--- src/rtl/bp_pkg.sv ---
// Shared constants for the fetch-stage branch predictor: counter encodings
// and instruction size.
package bp_pkg;

    typedef logic [1:0] ctr_t;

    localparam ctr_t CTR_SNT = 2'b00;
    localparam ctr_t CTR_WNT = 2'b01;
    localparam ctr_t CTR_WT  = 2'b10;
    localparam ctr_t CTR_ST  = 2'b11;

    localparam ctr_t CTR_RESET = CTR_WNT;
    localparam ctr_t CTR_ALLOC = CTR_WT;

    localparam int unsigned INSTR_BYTES = 4;

endpackage

--- src/rtl/bp_sat_counter.sv ---
// Two-bit saturating counter step: moves toward taken/not-taken and holds
// at either end.
module bp_sat_counter
    import bp_pkg::*;
(
    input  ctr_t ctr_q,
    input  logic taken,
    output ctr_t ctr_d
);

    always_comb begin
        ctr_d = ctr_q;
        if (taken) begin
            if (ctr_q != CTR_ST) begin
                ctr_d = ctr_q + 2'd1;
            end
        end else begin
            if (ctr_q != CTR_SNT) begin
                ctr_d = ctr_q - 2'd1;
            end
        end
    end

endmodule

--- src/rtl/branch_predictor.sv ---
// Direct-mapped BHT/BTB with 2-bit counters: combinational lookup of the
// fetch PC and single-port update from branch resolution.
module branch_predictor
    import bp_pkg::*;
#(
    parameter int unsigned PC_W  = 64,
    parameter int unsigned IDX_W = 4
) (
    input  logic            clk,
    input  logic            arst_n,
    input  logic [PC_W-1:0] fetch_pc,
    output logic            pred_taken,
    output logic [PC_W-1:0] pred_next_pc,
    input  logic            upd_valid,
    input  logic [PC_W-1:0] upd_pc,
    input  logic            upd_taken,
    input  logic [PC_W-1:0] upd_target
);

    localparam int unsigned DEPTH = 1 << IDX_W;
    localparam int unsigned TAG_W = PC_W - IDX_W - 2;

    logic [DEPTH-1:0] valid_q;
    logic [TAG_W-1:0] tag_q    [DEPTH];
    ctr_t             ctr_q    [DEPTH];
    logic [PC_W-1:0]  target_q [DEPTH];

    logic [IDX_W-1:0] f_idx;
    logic [TAG_W-1:0] f_tag;
    logic             f_hit;

    logic [IDX_W-1:0] u_idx;
    logic [TAG_W-1:0] u_tag;
    logic             u_hit;
    ctr_t             u_ctr_step;

    logic             wr_en;
    ctr_t             wr_ctr_d;
    logic [PC_W-1:0]  wr_target_d;

    // Byte-offset bits never reach the table.
    logic             unused_pc_bits;
    assign unused_pc_bits = ^{fetch_pc[1:0], upd_pc[1:0]};

    // Lookup path, zero latency.
    always_comb begin
        f_idx        = fetch_pc[IDX_W+1:2];
        f_tag        = fetch_pc[PC_W-1:IDX_W+2];
        f_hit        = valid_q[f_idx] && (tag_q[f_idx] == f_tag);
        pred_taken   = f_hit && ctr_q[f_idx][1];
        pred_next_pc = pred_taken ? target_q[f_idx]
                                  : fetch_pc + PC_W'(INSTR_BYTES);
    end

    bp_sat_counter u_sat_counter (
        .ctr_q (ctr_q[u_idx]),
        .taken (upd_taken),
        .ctr_d (u_ctr_step)
    );

    // Update decode: train on hit, allocate only on a taken miss.
    always_comb begin
        u_idx       = upd_pc[IDX_W+1:2];
        u_tag       = upd_pc[PC_W-1:IDX_W+2];
        u_hit       = valid_q[u_idx] && (tag_q[u_idx] == u_tag);
        wr_en       = 1'b0;
        wr_ctr_d    = ctr_q[u_idx];
        wr_target_d = target_q[u_idx];
        if (upd_valid) begin
            if (u_hit) begin
                wr_en    = 1'b1;
                wr_ctr_d = u_ctr_step;
                if (upd_taken) begin
                    wr_target_d = upd_target;
                end
            end else if (upd_taken) begin
                wr_en       = 1'b1;
                wr_ctr_d    = CTR_ALLOC;
                wr_target_d = upd_target;
            end
        end
    end

    always_ff @(posedge clk or negedge arst_n) begin
        if (!arst_n) begin
            valid_q <= '0;
            for (int unsigned i = 0; i < DEPTH; i++) begin
                tag_q[i]    <= '0;
                ctr_q[i]    <= CTR_RESET;
                target_q[i] <= '0;
            end
        end else if (wr_en) begin
            valid_q[u_idx]  <= 1'b1;
            tag_q[u_idx]    <= u_tag;
            ctr_q[u_idx]    <= wr_ctr_d;
            target_q[u_idx] <= wr_target_d;
        end
    end

endmodule

--- config.mk ---
export PLATFORM = sky130hd
export DESIGN_NAME = branch_predictor
export DESIGN_NICKNAME = d
export VERILOG_FILES = /design/src/rtl/bp_pkg.sv /design/src/rtl/bp_sat_counter.sv /design/src/rtl/branch_predictor.sv
export SDC_FILE = /design/constraint.sdc
export NUM_CORES = 2
export LEC_CHECK = 0
export BUFFER_PORTS_ARGS = -buffer_cell sky130_fd_sc_hd__buf_2
export CORE_MARGIN = 2
export CORE_UTILIZATION = 25
export CTS_CLUSTER_DIAMETER = 200
export DETAILED_ROUTE_END_ITERATION = 10
export HOLD_SLACK_MARGIN = 0.12
export SLEW_MARGIN = 40
export SYNTH_ARGS = -nofsm -noshare
export SYNTH_HDL_FRONTEND = slang
export SYNTH_SLANG_ARGS = --single-unit
--- constraint.sdc ---
create_clock -name clk -period 13.3 [get_ports clk]
set_clock_uncertainty 0.1 [all_clocks]
set_input_delay 1.995 -clock clk [delete_from_list [all_inputs] [get_ports clk]]
set_output_delay 1.995 -clock clk [all_outputs]
set_load 0.02 [all_outputs]
==> flow_summary.json <==
{
  "cp.arrival_ns": 7.83,
  "async_reset_ff_frac": 1.00,
  "yosysTopAreaCell": "dfrtp_1",
  "clkTransAtPathRegs_ns": 0.06,
  "setup_tns_ns": 0,
  "syn-instance-count": 7116,
  "maxSlewHeadroom": 0.337,
  "drt.antenna.violating_nets": 0,
  "synth.distinct_cells": 72,
  "fmax_mhz": 101,
  "whs_ns": 0.390,
  "numCtsBuffers": 223,
  "numPortBuffers": 258,
  "cts_tree": "done",
  "layout.nets": 7243,
  "reg2reg_from": "tag_q[332]",
  "final_common_cell": "mux2_2",
  "grt_antenna_before_repair": 115,
  "cts_hold_buf": 0,
  "cellInternalPower_uw": 12600,
  "swShare": 0.284,
  "syn_area_per_cell_um2": 15.4,
  "setup_viol": 0,
  "path_class": "in2out",
  "min_path_cells": 1,
  "io-pin-count": 261,
  "die_width_um": 666,
  "grt_max_degree": 151,
  "rsz0062_at_grt": "false",
  "finalCriticalPeriod_ns": 9.93,
  "crit_fanout": 43,
  "tightest_slew_ns": 0.982,
  "clk_latency_ns": 0.94,
  "worstHoldEndpoint": "valid_q[12]",
  "grt_pass1_wl_um": 561000,
  "outcome": "completed",
  "vias": 70400,
  "post_cts_resized": 0,
  "synth-main-ff-cell": "dfrtp_1",
  "start_util": 0.251,
  "max_stage_delay_ns": 0.66,
  "hold_path_class": "reg2reg",
  "critPathBufInv": 6,
  "p_leak_uw": 0.0542,
  "firstDrtPassIters": 8,
  "row_count": 243,
  "crit_required_ns": 11.20,
  "core_um2": 437000,
  "power_density_nw_per_um2": 141,
  "dp_hpwl_um": 250000,
  "power_frac_comb": 0.204,
  "yosysWarnings": 0,
  "num-fill-cells": 43400,
  "layout_common_cells": "mux2_2, dfrtp_1, mux4_2, buf_2, mux2i_1",
  "p_clk_frac": 0.356,
  "cp_slowest_cell": "buf_4",
  "synth_edf_count": 0,
  "cts_sinks": 2000,
  "maxCapViolations": 0,
  "reg2reg_slack_ns": 7.11,
  "grt-ovfl-total": 0,
  "drt_iter0_markers": 6628,
  "yosys_register_bits": 2000,
  "syn_area_um2": 110000,
  "wl_um": 395000,
  "grt_pass1_vias": 73400,
  "cp_cell_sequence": "buf_8 -> buf_16 -> buf_6 -> mux4_2 -> mux2_2 -> o21ai_0 -> buf_4 -> o22ai_1 -> a21oi_1 -> and4_1 -> and4_4 -> buf_4 -> mux2_2 -> buf_2",
  "gp_congestion": 0.922,
  "hold_viol": 0,
  "htreeDepth": 4,
  "r2r-end": "target_q[660]",
  "end_kind": "output pin",
  "syn2layout_area_growth_pct": 14.4,
  "die_h_um": 666,
  "maxSlewViolCount": 0,
  "routedWlPerCell_um": 30.2,
  "drc": 0,
  "min-delay-start": "valid_q[12]",
  "syn_nets": 7313,
  "cts_setup_buffers": 0,
  "synth.area.top_cells": "dfrtp_1, mux2_2, mux4_2, mux2i_1, clkbuf_1",
  "drive_gt1_frac": 0.563,
  "vdd_drop_max_mv": 0.114,
  "cp_top_family": "buffers and inverters",
  "ctsLongestPathBuffers": 4,
  "grt_usage": 0.174,
  "power_switching_uw": 5010,
  "synth_top_area_share": 0.453,
  "die_area_um2": 444000,
  "r2r_cells": 14,
  "synth_seq_area_share": 0.457,
  "power_frac_seq": 0.441,
  "post-route-period-util": 0.747,
  "cts-root-buf": "clkbuf_16",
  "start_kind": "primary input",
  "viasPerCell": 5.39
}
## cells by family (layout without fill, tap and decap cells)
family / count (synthesis) / in the layout / share of synthesized area
DFF: 2000 / 2000 / 0.457
other: 0 / 97 / 0
buffers and inverters: 766 / 864 / 0.0306
xor gates and xnor gates: 143 / 143 / 0.0114
AOI/OAI and AO/OA: 335 / 335 / 0.0215
muxes: 3463 / 3463 / 0.460
adders and majority gates: 2 / 2 / 0.000206
and+or+nand+nor: 407 / 407 / 0.0196
## final cells by class
class | count | area (um^2) | share of cell area
Inverter | 36 | 145 | 0.00116
Clock buffer | 334 | 6640 | 0.0530
Timing Repair Buffer | 435 | 3880 | 0.0310
Multi-Input combinational cell | 4350 | 56400 | 0.451
Sequential cell | 2000 | 50100 | 0.400
Clock inverter | 59 | 659 | 0.00526
Antenna cell | 97 | 243 | 0.00194
Tap cell | 5757 | 7200 | 0.0575
## sequential cells by signal, summed over array words and instances (netlist names)
signal	flops
tag_q	928
target_q	1024
valid_q	16
ctr_q	32
## synth_stat cells (28+ instances only)
cell type	count
mux2_2	2171
dfrtp_1	1984
mux4_2	1035
clkbuf_1	408
mux2i_1	235
buf_1	163
nand2_1	107
xnor2_1	96
buf_2	79
buf_4	61
a21oi_1	60
nor2_1	60
a22oi_1	53
o22ai_1	47
xor2_1	47
nand3_1	42
inv_1	34
nor2b_1	34
o21ai_0	33
nor3_1	30
a221oi_1	29
nand4_1	29
nand2b_1	28
## power groups by stage
| stage | Sequential (uW) | Clock, uW | Combinational, uW |
|---|---|---|---|
| finish | 7760 | 6270 | 3590 |
| global route | 7860 | 6610 | 3780 |
| CTS | 7720 | 6360 | 3560 |
| detailed placement | 7830 | 0 | 3550 |
| global placement | 7700 | 0 | 3420 |
| floorplan | 7560 | 0 | 2550 |
## worst reg2reg max path, delay by kind of cell (launching register included)
| kind | cells | cell delay [ns] |
|---|---|---|
| buffers and inverters | 4 | 1.76 |
| muxes | 3 | 1.06 |
| and+or+nand+nor | 5 | 1.55 |
| xor gates and xnor gates | 1 | 0.53 |
| AOI/OAI and AO/OA | 1 | 0.60 |
| DFF | 1 | 0.39 |
## metrics by stage
stage | cells | instance area [um^2] | total power [uW] | worst slack, ns | utilization
3_3_place_gp | 12500 | 116000 | 11100 | 3.08 | 0.266
3_5_place_dp | 12600 | 117000 | 11400 | 3.44 | 0.268
2_1_floorplan | 7116 | 110000 | 10100 | 5.16 | -
4_1_cts | 13000 | 125000 | 17600 | 3.42 | 0.285
5_1_grt | 13000 | 125000 | 18300 | 3.18 | 0.286
6_report | 13100 | 125000 | 17600 | 3.37 | 0.287
## worst max-delay path by stage
stage | from | end | slack [ns] | depth (start not counted)
final | fetch_pc[2] | pred_next_pc[37] | 3.37 | 14
after global routing | fetch_pc[2] | pred_next_pc[25] | 3.18 | 15
after CTS | fetch_pc[2] | pred_next_pc[25] | 3.42 | 14
after detailed placement | fetch_pc[2] | pred_next_pc[25] | 3.44 | 14
after global placement | fetch_pc[2] | pred_next_pc[25] | 3.08 | 13
after floorplan | fetch_pc[2] | pred_next_pc[2] | 5.16 | 15
## routing by layer
metal | track usage | up-vias | share of wire
li1 | - | 27600 | -
met1 | 0.217 | 38700 | 0.39
met2 | 0.272 | 3116 | 0.47
met3 | 0.0463 | 926 | 0.082
met4 | 0.0971 | 32 | 0.059
met5 | 0 | - | 0.00056
Power figures use the tool's default switching activity.
